--- config.mk ---
export PLATFORM = sky130hd
export DESIGN_NAME = baopoco_adc_power_acc
export DESIGN_NICKNAME = d
export VERILOG_FILES = /design/src/rtl/baopoco_adc_power_acc.sv
export SDC_FILE = /design/constraint.sdc
export NUM_CORES = 1
export LEC_CHECK = 0
export ABC_AREA = 1
export ABC_CLOCK_PERIOD_IN_PS = 8850
export BUFFER_PORTS_ARGS = -buffer_cell sky130_fd_sc_hd__buf_4
export CORE_ASPECT_RATIO = 2
export CORE_MARGIN = 2
export CORE_UTILIZATION = 59
export CTS_CLUSTER_DIAMETER = 120
export DETAILED_ROUTE_END_ITERATION = 10
export PLACE_DENSITY_LB_ADDON = 0.3
export SLEW_MARGIN = 0
export SYNTH_ARGS = -nofsm -noshare
export SYNTH_HDL_FRONTEND = slang
export SYNTH_SLANG_ARGS = --single-unit
--- constraint.sdc ---
create_clock -name user_clk -period 8.85 [get_ports user_clk]
set_input_delay 1.77 -clock user_clk [delete_from_list [all_inputs] [get_ports user_clk]]
set_output_delay 1.77 -clock user_clk [all_outputs]
set_load 0.005 [all_outputs]
--- src/rtl/baopoco_adc_power_acc.sv ---
// ADC power integrator: squares each demuxed sample, sums the lanes per clock and
// accumulates over a programmable number of valid clocks with saturation.
module baopoco_adc_power_acc #(
  parameter int N_SAMP = 4,
  parameter int SAMP_W = 8,
  parameter int ACC_W  = 32,
  parameter int CNT_W  = 32
) (
  input  logic                       user_clk,
  input  logic                       user_rst,
  input  logic [N_SAMP*SAMP_W-1:0]   adc_data,
  input  logic                       adc_valid,
  input  logic                       sync_in,
  input  logic [CNT_W-1:0]           acc_len,
  output logic [ACC_W-1:0]           sum_out,
  output logic                       sum_valid,
  output logic                       overflow,
  output logic [31:0]                dump_count
);

  localparam int SQ_W = 2*SAMP_W - 1;
  localparam int P2_W = SQ_W + $clog2(N_SAMP);

  typedef enum logic {IDLE, ACCUM} state_t;

  logic [SQ_W-1:0]  sq_d [N_SAMP];
  logic [SQ_W-1:0]  sq_q [N_SAMP];
  logic             v1_q, s1_q;
  logic [P2_W-1:0]  p2_d, p2_q;
  logic             v2_q, s2_q;

  state_t           state_q, state_d;
  logic [ACC_W-1:0] acc_q, acc_d;
  logic [CNT_W-1:0] cnt_q, cnt_d;
  logic [CNT_W-1:0] len_q, len_d;
  logic             sticky_q, sticky_d;
  logic [ACC_W-1:0] sum_q, sum_d;
  logic             sum_valid_q, sum_valid_d;
  logic             overflow_q, overflow_d;
  logic [31:0]      dump_count_q, dump_count_d;

  // The square of a SAMP_W-bit signed value always fits in 2*SAMP_W-1 bits.
  for (genvar gi = 0; gi < N_SAMP; gi++) begin : g_sq
    logic signed [SAMP_W-1:0] samp;
    assign samp     = adc_data[gi*SAMP_W +: SAMP_W];
    assign sq_d[gi] = SQ_W'(samp * samp);
  end

  always_comb begin
    p2_d = '0;
    for (int i = 0; i < N_SAMP; i++) begin
      p2_d = p2_d + P2_W'(sq_q[i]);
    end
  end

  always_ff @(posedge user_clk) begin
    if (user_rst) begin
      v1_q <= 1'b0;
      s1_q <= 1'b0;
      v2_q <= 1'b0;
      s2_q <= 1'b0;
      p2_q <= '0;
      for (int i = 0; i < N_SAMP; i++) sq_q[i] <= '0;
    end else begin
      v1_q <= adc_valid;
      s1_q <= sync_in;
      v2_q <= v1_q;
      s2_q <= s1_q;
      p2_q <= p2_d;
      for (int i = 0; i < N_SAMP; i++) sq_q[i] <= sq_d[i];
    end
  end

  logic               active;
  logic [ACC_W-1:0]   base_acc;
  logic [CNT_W-1:0]   base_cnt;
  logic               base_sticky;
  logic [CNT_W-1:0]   len_new, len_eff;
  logic [ACC_W:0]     sum_ext;
  logic               sat_now;
  logic [ACC_W-1:0]   acc_add;
  logic               dump;

  // A sync discards the partial integration; its coincident sample starts the new one.
  always_comb begin
    active      = s2_q || (state_q == ACCUM);
    base_acc    = s2_q ? '0 : acc_q;
    base_cnt    = s2_q ? '0 : cnt_q;
    base_sticky = s2_q ? 1'b0 : sticky_q;
    len_new     = (acc_len == '0) ? CNT_W'(1) : acc_len;
    len_eff     = (base_cnt == '0) ? len_new : len_q;
    sum_ext     = {1'b0, base_acc} + (ACC_W+1)'(p2_q);
    sat_now     = sum_ext[ACC_W];
    acc_add     = sat_now ? '1 : sum_ext[ACC_W-1:0];
    dump        = active && v2_q && (base_cnt == len_eff - CNT_W'(1));

    state_d      = state_q;
    acc_d        = acc_q;
    cnt_d        = cnt_q;
    len_d        = len_q;
    sticky_d     = sticky_q;
    sum_d        = sum_q;
    sum_valid_d  = 1'b0;
    overflow_d   = overflow_q;
    dump_count_d = dump_count_q;

    if (s2_q) begin
      state_d  = ACCUM;
      acc_d    = '0;
      cnt_d    = '0;
      sticky_d = 1'b0;
    end

    if (active && v2_q) begin
      if (base_cnt == '0) len_d = len_new;
      if (dump) begin
        sum_d        = acc_add;
        overflow_d   = base_sticky | sat_now;
        sum_valid_d  = 1'b1;
        dump_count_d = dump_count_q + 32'd1;
        acc_d        = '0;
        cnt_d        = '0;
        sticky_d     = 1'b0;
      end else begin
        acc_d    = acc_add;
        cnt_d    = base_cnt + CNT_W'(1);
        sticky_d = base_sticky | sat_now;
      end
    end
  end

  always_ff @(posedge user_clk) begin
    if (user_rst) begin
      state_q      <= IDLE;
      acc_q        <= '0;
      cnt_q        <= '0;
      len_q        <= CNT_W'(1);
      sticky_q     <= 1'b0;
      sum_q        <= '0;
      sum_valid_q  <= 1'b0;
      overflow_q   <= 1'b0;
      dump_count_q <= '0;
    end else begin
      state_q      <= state_d;
      acc_q        <= acc_d;
      cnt_q        <= cnt_d;
      len_q        <= len_d;
      sticky_q     <= sticky_d;
      sum_q        <= sum_d;
      sum_valid_q  <= sum_valid_d;
      overflow_q   <= overflow_d;
      dump_count_q <= dump_count_d;
    end
  end

  assign sum_out    = sum_q;
  assign sum_valid  = sum_valid_q;
  assign overflow   = overflow_q;
  assign dump_count = dump_count_q;

endmodule

==> metrics list <==
* Tcrit/Tclk final: 0.7366
- CTS tree: built
- Seq/Total Area, Yosys: 0.2200
* Initial core utilization: 0.6002
- Count of warnings emitted by yosys: 0
- In this run the worst path has a maximum fanout of 46.
- Remaining antenna violation count: 0
* Final routed wirelength across all metal layers: approximately 67000 um
- Clk buf depth: 3
- The tightest min-delay check is of the reg -> reg type.
- Number of pins with negative max-slew slack in the final report: 0
- During I/O placement, the number of pins put on the boundary was 134.
- Once the clock tree was built, the resizer swapped 0 gates to a different size.
- A synthesized cell averages a little over 7 um^2.
- Die Span X: 140.3 um
- Highest-count cells in the layout ignoring fill and taps: 686 x sky130_fd_sc_hd__nand2_1, 585 x sky130_fd_sc_hd__inv_1, 298 x sky130_fd_sc_hd__nor2_1
- Flip-flop cell with the highest count after synthesis: sky130_fd_sc_hd__dfxtp_1
- Summing all multi-input logic gate instances after layout gives approximately 14000 um^2.
- The final route contains roughly 20000 vias.
* Worst Skew: between 20 and 30 ps
- Slew HR: 0.2551
- CTS built an H-tree with a depth of 1.
- Measured along the y axis, the die boundary spans roughly 280 um.
- Most common cell after layout, fill and taps aside: sky130_fd_sc_hd__nand2_1
* Fmax: 153.4 MHz
* Die area: slightly below 40000 um^2
- Number of filler instances in the final layout: about 3300
* Sort of element at the end of the critical path: flop
- Counting flops and latches in the post-synthesis netlist gives 241.
* Worst voltage drop across the vdd grid: ~0.00017 V
- Actual transition at the worst max-transition pin: approximately 1100 ps
- The cell count after synthesis came out at about 3000.
* Clock root buffer: sky130_fd_sc_hd__clkbuf_16
- Std cell rows: 99
* Iteration count of the initial detailed-routing pass: 8
- Max_cap viols: 0
* Register cell area after layout: 4825 um^2
- 0 antenna diodes ended up in the layout.
- In this run the static leakage power is 12.13 nW.
* Insertion delay to the later sink of the worst-skew pair: ~560 ps
* GR Overflow Total: 0
- Largest net degree at the start of global routing: 78
* Via count of the first global-routing pass: approximately 21000
* Combined area of all synthesized cells: approximately 22000 um^2
- Data arrives at the worst endpoint at 6980 ps.
- Critical Path Source Type: flop
* Number of enable-type register cells in the synthesized netlist: 0
* Number of distinct library cells after synthesis: 47
* DRC violations left: 1
* Antenna violations before repair: 2
* Setup slack of the worst register-to-register path: approximately 2300 ps
- Category of the critical setup timing path: reg -> reg
- In the synthesized netlist the async set-or-reset flop fraction comes to 0.
- After clock tree synthesis, the setup repair step added 0 buffers.
* Layout cells sized above 1: 0.08516
- The run finished, with violations left.
* Violated checks: design-rule violations
* Post-Route Utilization: 0.6506
- After layout, the design draws a total of around 0.0049 W.
- Required time of the critical path: 9310 ps
* 1st-iter DRT viols: between 900 and 1000
- Setup repair after global routing left no endpoint under its margin.
- In this run, CTS created clock tree buffers numbering 23.
- Shortest period the worst path allows: between 6000 and 7000 ps
- Global-route usage over all layers: 0.3435
- Dividing the detail-routed wire length by the instance count gives approximately 18 um.
* Power density normalized to cell area: 205.4 nW/um^2
- The floorplan step defined a core boundary enclosing about 37000 um^2.
* RD Place Congestion: between 1 and 1.5
- Clock-pin slew was measured on the worst setup and hold paths at about 60 ps.
- The clock net in this run drives a total of roughly 240 sinks.
* Hold bufs inserted after CTS: 0
- In this run the tool buffered the top-level ports with around 130 buffer cells.
* Wire length of the first global-routing pass: between 100000 and 150000 um
- Signed area change from the synthesized netlist to the final layout: 8.398%
- The count of final hold-check violations was 0.
- Final setup violation count: 0
- Using the TritonRoute via totals, the vias-per-cell ratio works out to 5.540.
* Number of nets in the final layout: ~3500
- Detailed placement finished with a half-perimeter wire length of between 50000 and 60000 um.
* Setup TNS after final layout: 0 ps
## critical path, stage by stage, from the launching register on
cell	delay, ps
sky130_fd_sc_hd__dfxtp_1	340
sky130_fd_sc_hd__inv_4	470
sky130_fd_sc_hd__nand2_1	210
sky130_fd_sc_hd__ha_1	310
sky130_fd_sc_hd__nand2_1	90
sky130_fd_sc_hd__nor2_1	70
sky130_fd_sc_hd__nand2_2	120
sky130_fd_sc_hd__nor2_8	120
sky130_fd_sc_hd__nand2_4	390
sky130_fd_sc_hd__nand2_1	100
sky130_fd_sc_hd__nand2_1	180
sky130_fd_sc_hd__nand2_1	150
sky130_fd_sc_hd__nor2_1	660
sky130_fd_sc_hd__nand2_1	230
sky130_fd_sc_hd__nor2_4	330
sky130_fd_sc_hd__nand3_1	120
sky130_fd_sc_hd__nand2_1	390
sky130_fd_sc_hd__nand2_1	300
sky130_fd_sc_hd__nand3b_4	240
sky130_fd_sc_hd__nor2_4	290
sky130_fd_sc_hd__nand2_2	420
sky130_fd_sc_hd__nor2_8	630
sky130_fd_sc_hd__nand2_1	100
sky130_fd_sc_hd__o21ai_0	100
## synth_stat cells (6+ instances only)
cell | n | area (um^2)
sky130_fd_sc_hd__ha_1 | 131 | 1639
sky130_fd_sc_hd__nand2_1 | 686 | 2575
sky130_fd_sc_hd__nor2_4 | 7 | 78.83
sky130_fd_sc_hd__dfxtp_1 | 241 | 4825
sky130_fd_sc_hd__inv_1 | 586 | 2200
sky130_fd_sc_hd__fa_1 | 200 | 4004
sky130_fd_sc_hd__o21a_1 | 12 | 90.09
sky130_fd_sc_hd__nor4_1 | 7 | 43.79
sky130_fd_sc_hd__nor3b_1 | 9 | 67.56
sky130_fd_sc_hd__xnor2_1 | 34 | 297.8
sky130_fd_sc_hd__nand3b_1 | 18 | 135.1
sky130_fd_sc_hd__nand3_1 | 201 | 1006
sky130_fd_sc_hd__a21oi_1 | 122 | 610.6
sky130_fd_sc_hd__nor2_2 | 13 | 81.33
sky130_fd_sc_hd__nor2_1 | 298 | 1119
sky130_fd_sc_hd__buf_4 | 6 | 45.04
sky130_fd_sc_hd__a31oi_1 | 8 | 50.05
sky130_fd_sc_hd__or2_2 | 15 | 93.84
sky130_fd_sc_hd__nand2_2 | 38 | 237.7
sky130_fd_sc_hd__o31ai_1 | 12 | 90.09
sky130_fd_sc_hd__o21bai_1 | 10 | 75.07
sky130_fd_sc_hd__xor2_1 | 70 | 613.1
sky130_fd_sc_hd__clkbuf_1 | 75 | 281.5
sky130_fd_sc_hd__buf_6 | 11 | 123.9
sky130_fd_sc_hd__o21ai_0 | 79 | 395.4
sky130_fd_sc_hd__nor3_1 | 47 | 235.2
sky130_fd_sc_hd__buf_2 | 12 | 60.06
sky130_fd_sc_hd__o22ai_1 | 31 | 193.9
sky130_fd_sc_hd__nand4_1 | 56 | 350.3
## metrics by stage
step,setup WS (ps),std cells,hold WS (ps),instance area (um^2)
floorplan,3072,3070,388.3,21940
global placement,2752,3561,419.8,23040
detailed placement,2573,3561,424.5,23040
CTS,2568,3601,431.6,23770
global route,1908,3601,453.8,23770
finish,2331,3601,441.1,23770
## sequential cells by signal, indices dropped and copies added (netlist names)
name	flops
sticky_q	1
sum_valid	1
sum_out	32
sq_q	56
v1_q	1
len_q	32
acc_q	32
overflow	1
dump_count	32
s2_q	1
s1_q	1
p2_q	17
cnt_q	32
state_q	1
v2_q	1
## cell families after synthesis
| family | after synthesis | synth area share |
|---|---|---|
| adders and majority gates | 331 | 0.2573 |
| xor gates and xnor gates | 104 | 0.04153 |
| DFF | 241 | 0.2200 |
| AOI/OAI and AO/OA | 286 | 0.07257 |
| and+or+nand+nor | 1408 | 0.2822 |
| buffers and inverters | 697 | 0.1261 |
| other | 2 | 0.0003424 |
## power by group
group / internal, W / leakage (nW) / switching [W] / total [W]
Clock: 0.000545 / 0.358 / 0.000451 / 0.000996
Combinational: 0.00104 / 9.81 / 0.00155 / 0.00260
Sequential: 0.00121 / 1.96 / 0.0000742 / 0.00129
## layer usage
layer	wire length, um	global-route usage	vias to the layer above
li1	-	-	9596
met1	20000	0.2894	9378
met2	36580	0.6728	674
met3	3503	0.05706	296
met4	6474	0.2888	4
met5	27	0	-
## layout make-up
| cell class | instances | share of cell area |
|---|---|---|
| sequential | 241 | 0.2029 |
| multi-input combinational | 2132 | 0.6034 |
| clock inverter | 8 | 0.003579 |
| timing repair buffer | 145 | 0.04579 |
| inverter | 589 | 0.09310 |
| tap | 454 | 0.02389 |
| clock buffer | 32 | 0.02731 |
## final timing paths
kind	startpoint	to	cells after the start
max reg2reg	s2_q	dump_count[1]	23
min reg2reg	v1_q	v2_q	2
min	v1_q	v2_q	2
max	s2_q	dump_count[1]	23
(Power assumes the default switching activity.)
